[src/rtl/sample_rate_reducer_pkg.sv]
// Shared constants and types for the sample-rate reducer and its sample_clk-driven neighbours.
package sample_rate_reducer_pkg;

    localparam int unsigned SAMPLE_W      = 16;
    localparam int unsigned MV_SCALE      = 4;
    localparam int unsigned CV_MAX_MV     = 5000;
    localparam int unsigned CV_MAX_COUNTS = CV_MAX_MV * MV_SCALE;
    localparam int unsigned DEF_PSHIFT    = 10;
    localparam int unsigned DEF_PMAX      = 20;

    typedef enum logic {
        HOLD    = 1'b0,
        CAPTURE = 1'b1
    } srr_state_e;

endpackage

[src/rtl/sample_rate_reducer_if.sv]
// Four-channel sample bus with jack-detect; master drives samples, slave returns processed ones.
interface sample_rate_reducer_if
    import sample_rate_reducer_pkg::*;
#(
    parameter int unsigned W = SAMPLE_W
);

    logic                sample_clk;
    logic signed [W-1:0] sample_in0;
    logic signed [W-1:0] sample_in1;
    logic signed [W-1:0] sample_in2;
    logic signed [W-1:0] sample_in3;
    logic signed [W-1:0] sample_out0;
    logic signed [W-1:0] sample_out1;
    logic signed [W-1:0] sample_out2;
    logic signed [W-1:0] sample_out3;
    logic [7:0]          jack;

    modport master (
        output sample_clk, sample_in0, sample_in1, sample_in2, sample_in3, jack,
        input  sample_out0, sample_out1, sample_out2, sample_out3
    );

    modport slave (
        input  sample_clk, sample_in0, sample_in1, sample_in2, sample_in3, jack,
        output sample_out0, sample_out1, sample_out2, sample_out3
    );

endinterface

[src/rtl/sample_rate_reducer_edge_detect.sv]
// Rising-edge pulse for a strobe synchronous to clk; one pulse per rise however long the strobe stays high.
module strobe_edge_detect (
    input  logic clk,
    input  logic rst_n,
    input  logic strobe,
    output logic pulse_c
);

    logic strobe_q;

    always_ff @(posedge clk or negedge rst_n) begin
        if (!rst_n) begin
            strobe_q <= 1'b0;
        end else begin
            strobe_q <= strobe;
        end
    end

    assign pulse_c = strobe & ~strobe_q;

endmodule

[src/rtl/sample_rate_reducer.sv]
// Sample-and-hold downsampler: channels 1-3 are re-sampled every P sample_clk ticks, P set by the CV on channel 0.
module sample_rate_reducer
    import sample_rate_reducer_pkg::*;
#(
    parameter int unsigned W      = SAMPLE_W,
    parameter int unsigned PSHIFT = DEF_PSHIFT,
    parameter int unsigned PMAX   = DEF_PMAX,
    parameter int unsigned CV_MAX = CV_MAX_COUNTS
) (
    input  logic                  clk,
    input  logic                  rst_n,
    sample_rate_reducer_if.slave  bus
);

    localparam int unsigned CW = $clog2(PMAX + 1);
    localparam logic signed [W-1:0] CV_LIM = W'(CV_MAX);

    logic          tick_c;
    logic [W-1:0]  cv_c;
    logic          patched_c;
    int unsigned   p_idx_c;
    logic [CW-1:0] p_next_c;
    srr_state_e    state;
    logic [CW-1:0] cnt;
    logic [CW-1:0] period;

    strobe_edge_detect u_edge (
        .clk     (clk),
        .rst_n   (rst_n),
        .strobe  (bus.sample_clk),
        .pulse_c (tick_c)
    );

    // CV is chained through untouched
    assign bus.sample_out0 = bus.sample_in0;

    // Clamp CV to [0, CV_MAX], map to a hold period in [1, PMAX]; unpatched CV forces bypass
    always_comb begin
        cv_c      = '0;
        patched_c = (bus.jack & 8'h01) != 8'h00;
        if (bus.sample_in0[W-1]) begin
            cv_c = '0;
        end else if (bus.sample_in0 > CV_LIM) begin
            cv_c = W'(CV_LIM);
        end else begin
            cv_c = W'(bus.sample_in0);
        end
        p_idx_c = 32'd1 + (32'(cv_c) >> PSHIFT);
        if (p_idx_c > 32'(PMAX)) begin
            p_idx_c = 32'(PMAX);
        end
        if (!patched_c) begin
            p_idx_c = 32'd1;
        end
        p_next_c = CW'(p_idx_c);
    end

    // Period is only reloaded at capture, so a window in progress keeps its length
    always_ff @(posedge clk or negedge rst_n) begin
        if (!rst_n) begin
            state           <= HOLD;
            cnt             <= '0;
            period          <= CW'(1);
            bus.sample_out1 <= '0;
            bus.sample_out2 <= '0;
            bus.sample_out3 <= '0;
        end else begin
            case (state)
                HOLD: begin
                    if (tick_c) begin
                        if (cnt == period - CW'(1)) begin
                            state <= CAPTURE;
                            cnt   <= '0;
                        end else begin
                            cnt <= cnt + CW'(1);
                        end
                    end
                end
                CAPTURE: begin
                    bus.sample_out1 <= bus.sample_in1;
                    bus.sample_out2 <= bus.sample_in2;
                    bus.sample_out3 <= bus.sample_in3;
                    period          <= p_next_c;
                    state           <= HOLD;
                    if (tick_c) begin
                        cnt <= CW'(1);
                    end
                end
            endcase
        end
    end

endmodule

[src/flat_wrapper.sv]
// flat-port wrapper written by rule: the top's interface ports become plain ports
module sample_rate_reducer_flat import sample_rate_reducer_pkg::*;
#(
    parameter int unsigned W      = SAMPLE_W,
    parameter int unsigned PSHIFT = DEF_PSHIFT,
    parameter int unsigned PMAX   = DEF_PMAX,
    parameter int unsigned CV_MAX = CV_MAX_COUNTS
)
  (clk, rst_n, bus_sample_clk, bus_sample_in0, bus_sample_in1, bus_sample_in2, bus_sample_in3, bus_jack, bus_sample_out0, bus_sample_out1, bus_sample_out2, bus_sample_out3);
  sample_rate_reducer_if #(.W(W)) bus_i ();
  input  logic clk;
  input  logic rst_n;
  input wire logic [$bits(bus_i.sample_clk)-1:0] bus_sample_clk;
  input wire logic [$bits(bus_i.sample_in0)-1:0] bus_sample_in0;
  input wire logic [$bits(bus_i.sample_in1)-1:0] bus_sample_in1;
  input wire logic [$bits(bus_i.sample_in2)-1:0] bus_sample_in2;
  input wire logic [$bits(bus_i.sample_in3)-1:0] bus_sample_in3;
  input wire logic [$bits(bus_i.jack)-1:0] bus_jack;
  output wire logic [$bits(bus_i.sample_out0)-1:0] bus_sample_out0;
  output wire logic [$bits(bus_i.sample_out1)-1:0] bus_sample_out1;
  output wire logic [$bits(bus_i.sample_out2)-1:0] bus_sample_out2;
  output wire logic [$bits(bus_i.sample_out3)-1:0] bus_sample_out3;
  assign bus_i.sample_clk = bus_sample_clk;
  assign bus_i.sample_in0 = bus_sample_in0;
  assign bus_i.sample_in1 = bus_sample_in1;
  assign bus_i.sample_in2 = bus_sample_in2;
  assign bus_i.sample_in3 = bus_sample_in3;
  assign bus_i.jack = bus_jack;
  assign bus_sample_out0 = bus_i.sample_out0;
  assign bus_sample_out1 = bus_i.sample_out1;
  assign bus_sample_out2 = bus_i.sample_out2;
  assign bus_sample_out3 = bus_i.sample_out3;
  sample_rate_reducer #(.W(W), .PSHIFT(PSHIFT), .PMAX(PMAX), .CV_MAX(CV_MAX)) u_core (.clk(clk), .rst_n(rst_n), .bus(bus_i));
endmodule
[config.mk]
export PLATFORM = sky130hd
export DESIGN_NAME = sample_rate_reducer_flat
export DESIGN_NICKNAME = d
export VERILOG_FILES = /design/src/rtl/sample_rate_reducer_pkg.sv /design/src/rtl/sample_rate_reducer_if.sv /design/src/rtl/sample_rate_reducer_edge_detect.sv /design/src/rtl/sample_rate_reducer.sv /design/src/flat_wrapper.sv
export SDC_FILE = /design/constraint.sdc
export NUM_CORES = 1
export LEC_CHECK = 0
export CORE_MARGIN = 3
export CORE_UTILIZATION = 33
export DETAILED_ROUTE_END_ITERATION = 7
export PLACE_DENSITY = 0.68
export RECOVER_POWER = 100
export REMOVE_ABC_BUFFERS = 1
export SYNTH_ARGS = -nofsm -noshare
export SYNTH_HDL_FRONTEND = slang
export SYNTH_SLANG_ARGS = --single-unit
[constraint.sdc]
create_clock -name clk -period 3.6 [get_ports clk]
set_input_delay 0.72 -clock clk [delete_from_list [all_inputs] [get_ports clk]]
set_output_delay 0.72 -clock clk [all_outputs]
set_load 0.01 [all_outputs]
==> impl_metrics.tcl <==
set metrics [dict create \
    syn_inst 224 \
    multiInputGateArea_sq_um 1120 \
    core_sq_um 8300 \
    wl_mm 6.59 \
    p_comb_share_pct 41.2 \
    ys_types 43 \
    leakage_uw 0.00193 \
    start_util_pct 34.2 \
    r2r_start "u_core.state$_DFF_PN0_" \
    worstPathArrival_ps 3460 \
    r2r_setup_slack_ps 720 \
    fin_crit_sh_pct 92.2 \
    io_pins 139 \
    start_kind "primary input" \
    setup_viol 0 \
    drv_slew 0 \
    die_y_um 98.8 \
    drcViolationCount 0 \
    powerDensity_nw_per_um2 702 \
    max_slew_margin_pct 2.28 \
    ant_nets 0 \
    fmaxAchievable_mhz 301 \
    clk_latency_ps 330 \
    grt_setup_unrepaired "false" \
    drv_cap 0 \
    grt_pass1_wl_mm 10.9 \
    cts_buffers 9 \
    top_layer_used "met4" \
    async_flop_share_pct 100 \
    wl_met1_mm 2.74 \
    first_iter_violations 40 \
    drive_gt1_share_pct 22.1 \
    p_clk_share_pct 19.6 \
    htree_levels 3 \
    postSynthAreaPerCell_sq_um 12.7 \
    dieArea_sq_um 9760 \
    clock_tree.buffer_depth 2 \
    num_rows 33 \
    final_nets 426 \
    clkTransAtPathRegs_ps 70 \
    area_delta_synth_final_pct 52.8 \
    crit_end "u_core.period[2]$_DFFE_PN0P_" \
    fin_skew_ps 9.88 \
    hold_viol_final 0 \
    layout_min_cycle_time_ps 3320 \
    worstPathCellList "clkdlybuf4s50_1 -> or4_1 -> o41ai_4 -> a21o_2 -> o21ai_0 -> ha_1 -> a41o_1 -> a31oi_1 -> nor4b_1 -> o32ai_2" \
    power_switching_uw 952 \
    grt_start_max_net_pins 39 \
    routed-wl-met3_um 472 \
    ctsResizeCount 0 \
    slowest_delay_ps 580 \
    diodes 0 \
    grt_pass1_vias 2262 \
    dr.pass1.iters 4 \
    yosys.area.top_type "dfrtp_1" \
    grt_util_all_layers_pct 14.0 \
    path_buf_inv 1 \
    crit_fanout 4 \
    ys_seq_area_share_pct 52.9 \
    status "finished, final reports clean" \
    startpoint "bus_sample_in0[0]" \
    fin_tns_setup_ps 0 \
    yosys-top-cells-area "dfrtp_1 52%, mux2_2 19%, buf_4 4.5%" \
    port_buffers 131 \
    regArea_sq_um 1500 \
    gr-total-overflow 0 \
    cts_tree "yes" \
    critPathTopFamily "compound AO/OA/AOI/OAI gates" \
    ir_worst_vdd_uv 395 \
    syn_area_sq_um 2840 \
    fin_hold_ws_ps 501 \
    vias 2146 \
    p_sw_share_pct 31.2 \
    synth-main-ff-cell "dfrtp_1" \
    hold_buffers 0 \
    cts_root_buf "clkbuf_8" \
    reg2reg_depth 4 \
    vias_per_cell 4.69 \
    hold_class "reg2reg" \
    clock_sinks 60 \
    nFillCells 777 \
    ys_ff_latch 60 \
    cp-end-kind "flip-flop" \
    synth_warnings 0 \
    hpwl_mm 5.04 \
    cpMaxStageDelayCell "or4_1" \
    synth_edf_count 0 \
    max_slew.worst_pin.slew_ps 1470 \
    met2WireLength_mm 3.23 \
    globalplace.congestion 0.821 \
    required_ps 3750 \
    cts_setup_buffers 0 \
    r2r_end "u_core.cnt[2]$_DFFE_PN0P_" \
    p_int_uw 2090 \
    critPathKind "in2reg" \
    worst-path-stages 10 \
    p_seq_share_pct 39.2 \
    post_drt_wl_per_cell_um 14.4 \
    antenna_found_initial 0 \
    fp.dieW_um 98.8 \
    synth_top_area_share_pct 52.0 \
]
power by group through the flow:
stage | logic (uW) | clock network [uW] | registers (uW)
after floorplan | 465 | 0 | 1330
after detailed placement | 1380 | 0 | 1220
final | 1250 | 598 | 1190
after CTS | 1390 | 623 | 1210
after global placement | 1360 | 0 | 1210
after global routing | 1370 | 653 | 1250
synthesized netlist by cell type (3+ instances only):
library cell	count
o21ai_0	3
nand2_1	11
ha_1	3
buf_1	4
buf_4	17
a21oi_1	3
xor2_1	5
nand3_1	7
nor2b_1	4
nor2_1	9
mux2_2	48
o221ai_1	3
inv_1	7
xnor2_1	3
dfrtp_1	59
kinds of logic (layout without fill, tap and decap cells):
| logic type | count (synthesis) | count (layout) | synth area share [%] |
|---|---|---|---|
| AOI/OAI and AO/OA | 26 | 26 | 7.53 |
| xor gates and xnor gates | 8 | 8 | 2.47 |
| adders and majority gates | 3 | 3 | 1.32 |
| buffers and inverters | 33 | 162 | 6.96 |
| DFF | 60 | 60 | 52.9 |
| muxes | 48 | 48 | 19.0 |
| and+or+nand+nor | 46 | 46 | 9.78 |
cell usage in the layout (no fill, tap or decap), drive strengths merged, types with 4 or more instances in the layout:
cell type,Yosys,layout
clkdlybuf4s50,0,65
dlygate4sd3,0,65
dfrtp,59,59
mux2,48,48
clkbuf,2,13
nand2,11,11
nor2,9,9
inv,7,8
nand3,7,7
buf,24,6
xor2,5,5
a21oi,5,5
o21ai,4,4
nor2b,4,4
layer usage:
layer / global-route usage, % / up-vias
li1: - / 1029
met1: 16.9 / 1047
met2: 21.8 / 57
met3: 5.38 / 13
met4: 7.25 / 0
met5: 0 / -
per-stage QoR:
step / cell area [sq um] / setup WS, ps / std cells / total power [uW] / utilization [%]
floorplan: 2670 / 630 / 198 / 1800 / -
global placement: 4170 / 147 / 442 / 2570 / 50.2
detailed placement: 4170 / 120 / 442 / 2600 / 50.2
CTS: 4370 / 459 / 458 / 3220 / 52.6
global route: 4340 / 136 / 458 / 3270 / 52.3
finish: 4340 / 282 / 458 / 3050 / 52.3
cell type report:
type,instances,share of cell area (%)
clock buffer,10,3.17
tap,105,3.03
sequential,60,34.6
timing repair buffer,139,31.3
clock inverter,6,1.41
inverter,7,0.606
multi-input combinational,131,25.8
state kept, by name, summed over array words and instances, names as in the netlist:
signal and flops:
u_core.state 1, u_core.u_edge.strobe_q 1, u_core.bus.sample_out2 16, u_core.bus.sample_out3 16, u_core.cnt 5, u_core.period 5
u_core.bus.sample_out1 16
how the worst min path moves through the flow:
stage	startpoint	endpoint	slack, ps	depth (start not counted)
final	u_core.bus.sample_out1[15]$_DFFE_PN0P_	u_core.bus.sample_out1[15]$_DFFE_PN0P_	500	1
after global routing	u_core.bus.sample_out3[5]$_DFFE_PN0P_	u_core.bus.sample_out3[5]$_DFFE_PN0P_	510	1
after CTS	rst_n	u_core.bus.sample_out3[14]$_DFFE_PN0P_	410	1
after detailed placement	u_core.bus.sample_out1[15]$_DFFE_PN0P_	u_core.bus.sample_out1[15]$_DFFE_PN0P_	490	1
after global placement	u_core.bus.sample_out1[14]$_DFFE_PN0P_	u_core.bus.sample_out1[14]$_DFFE_PN0P_	490	1
after floorplan	rst_n	u_core.bus.sample_out1[0]$_DFFE_PN0P_	420	0
Note: power is estimated with default switching activity, not from simulation.
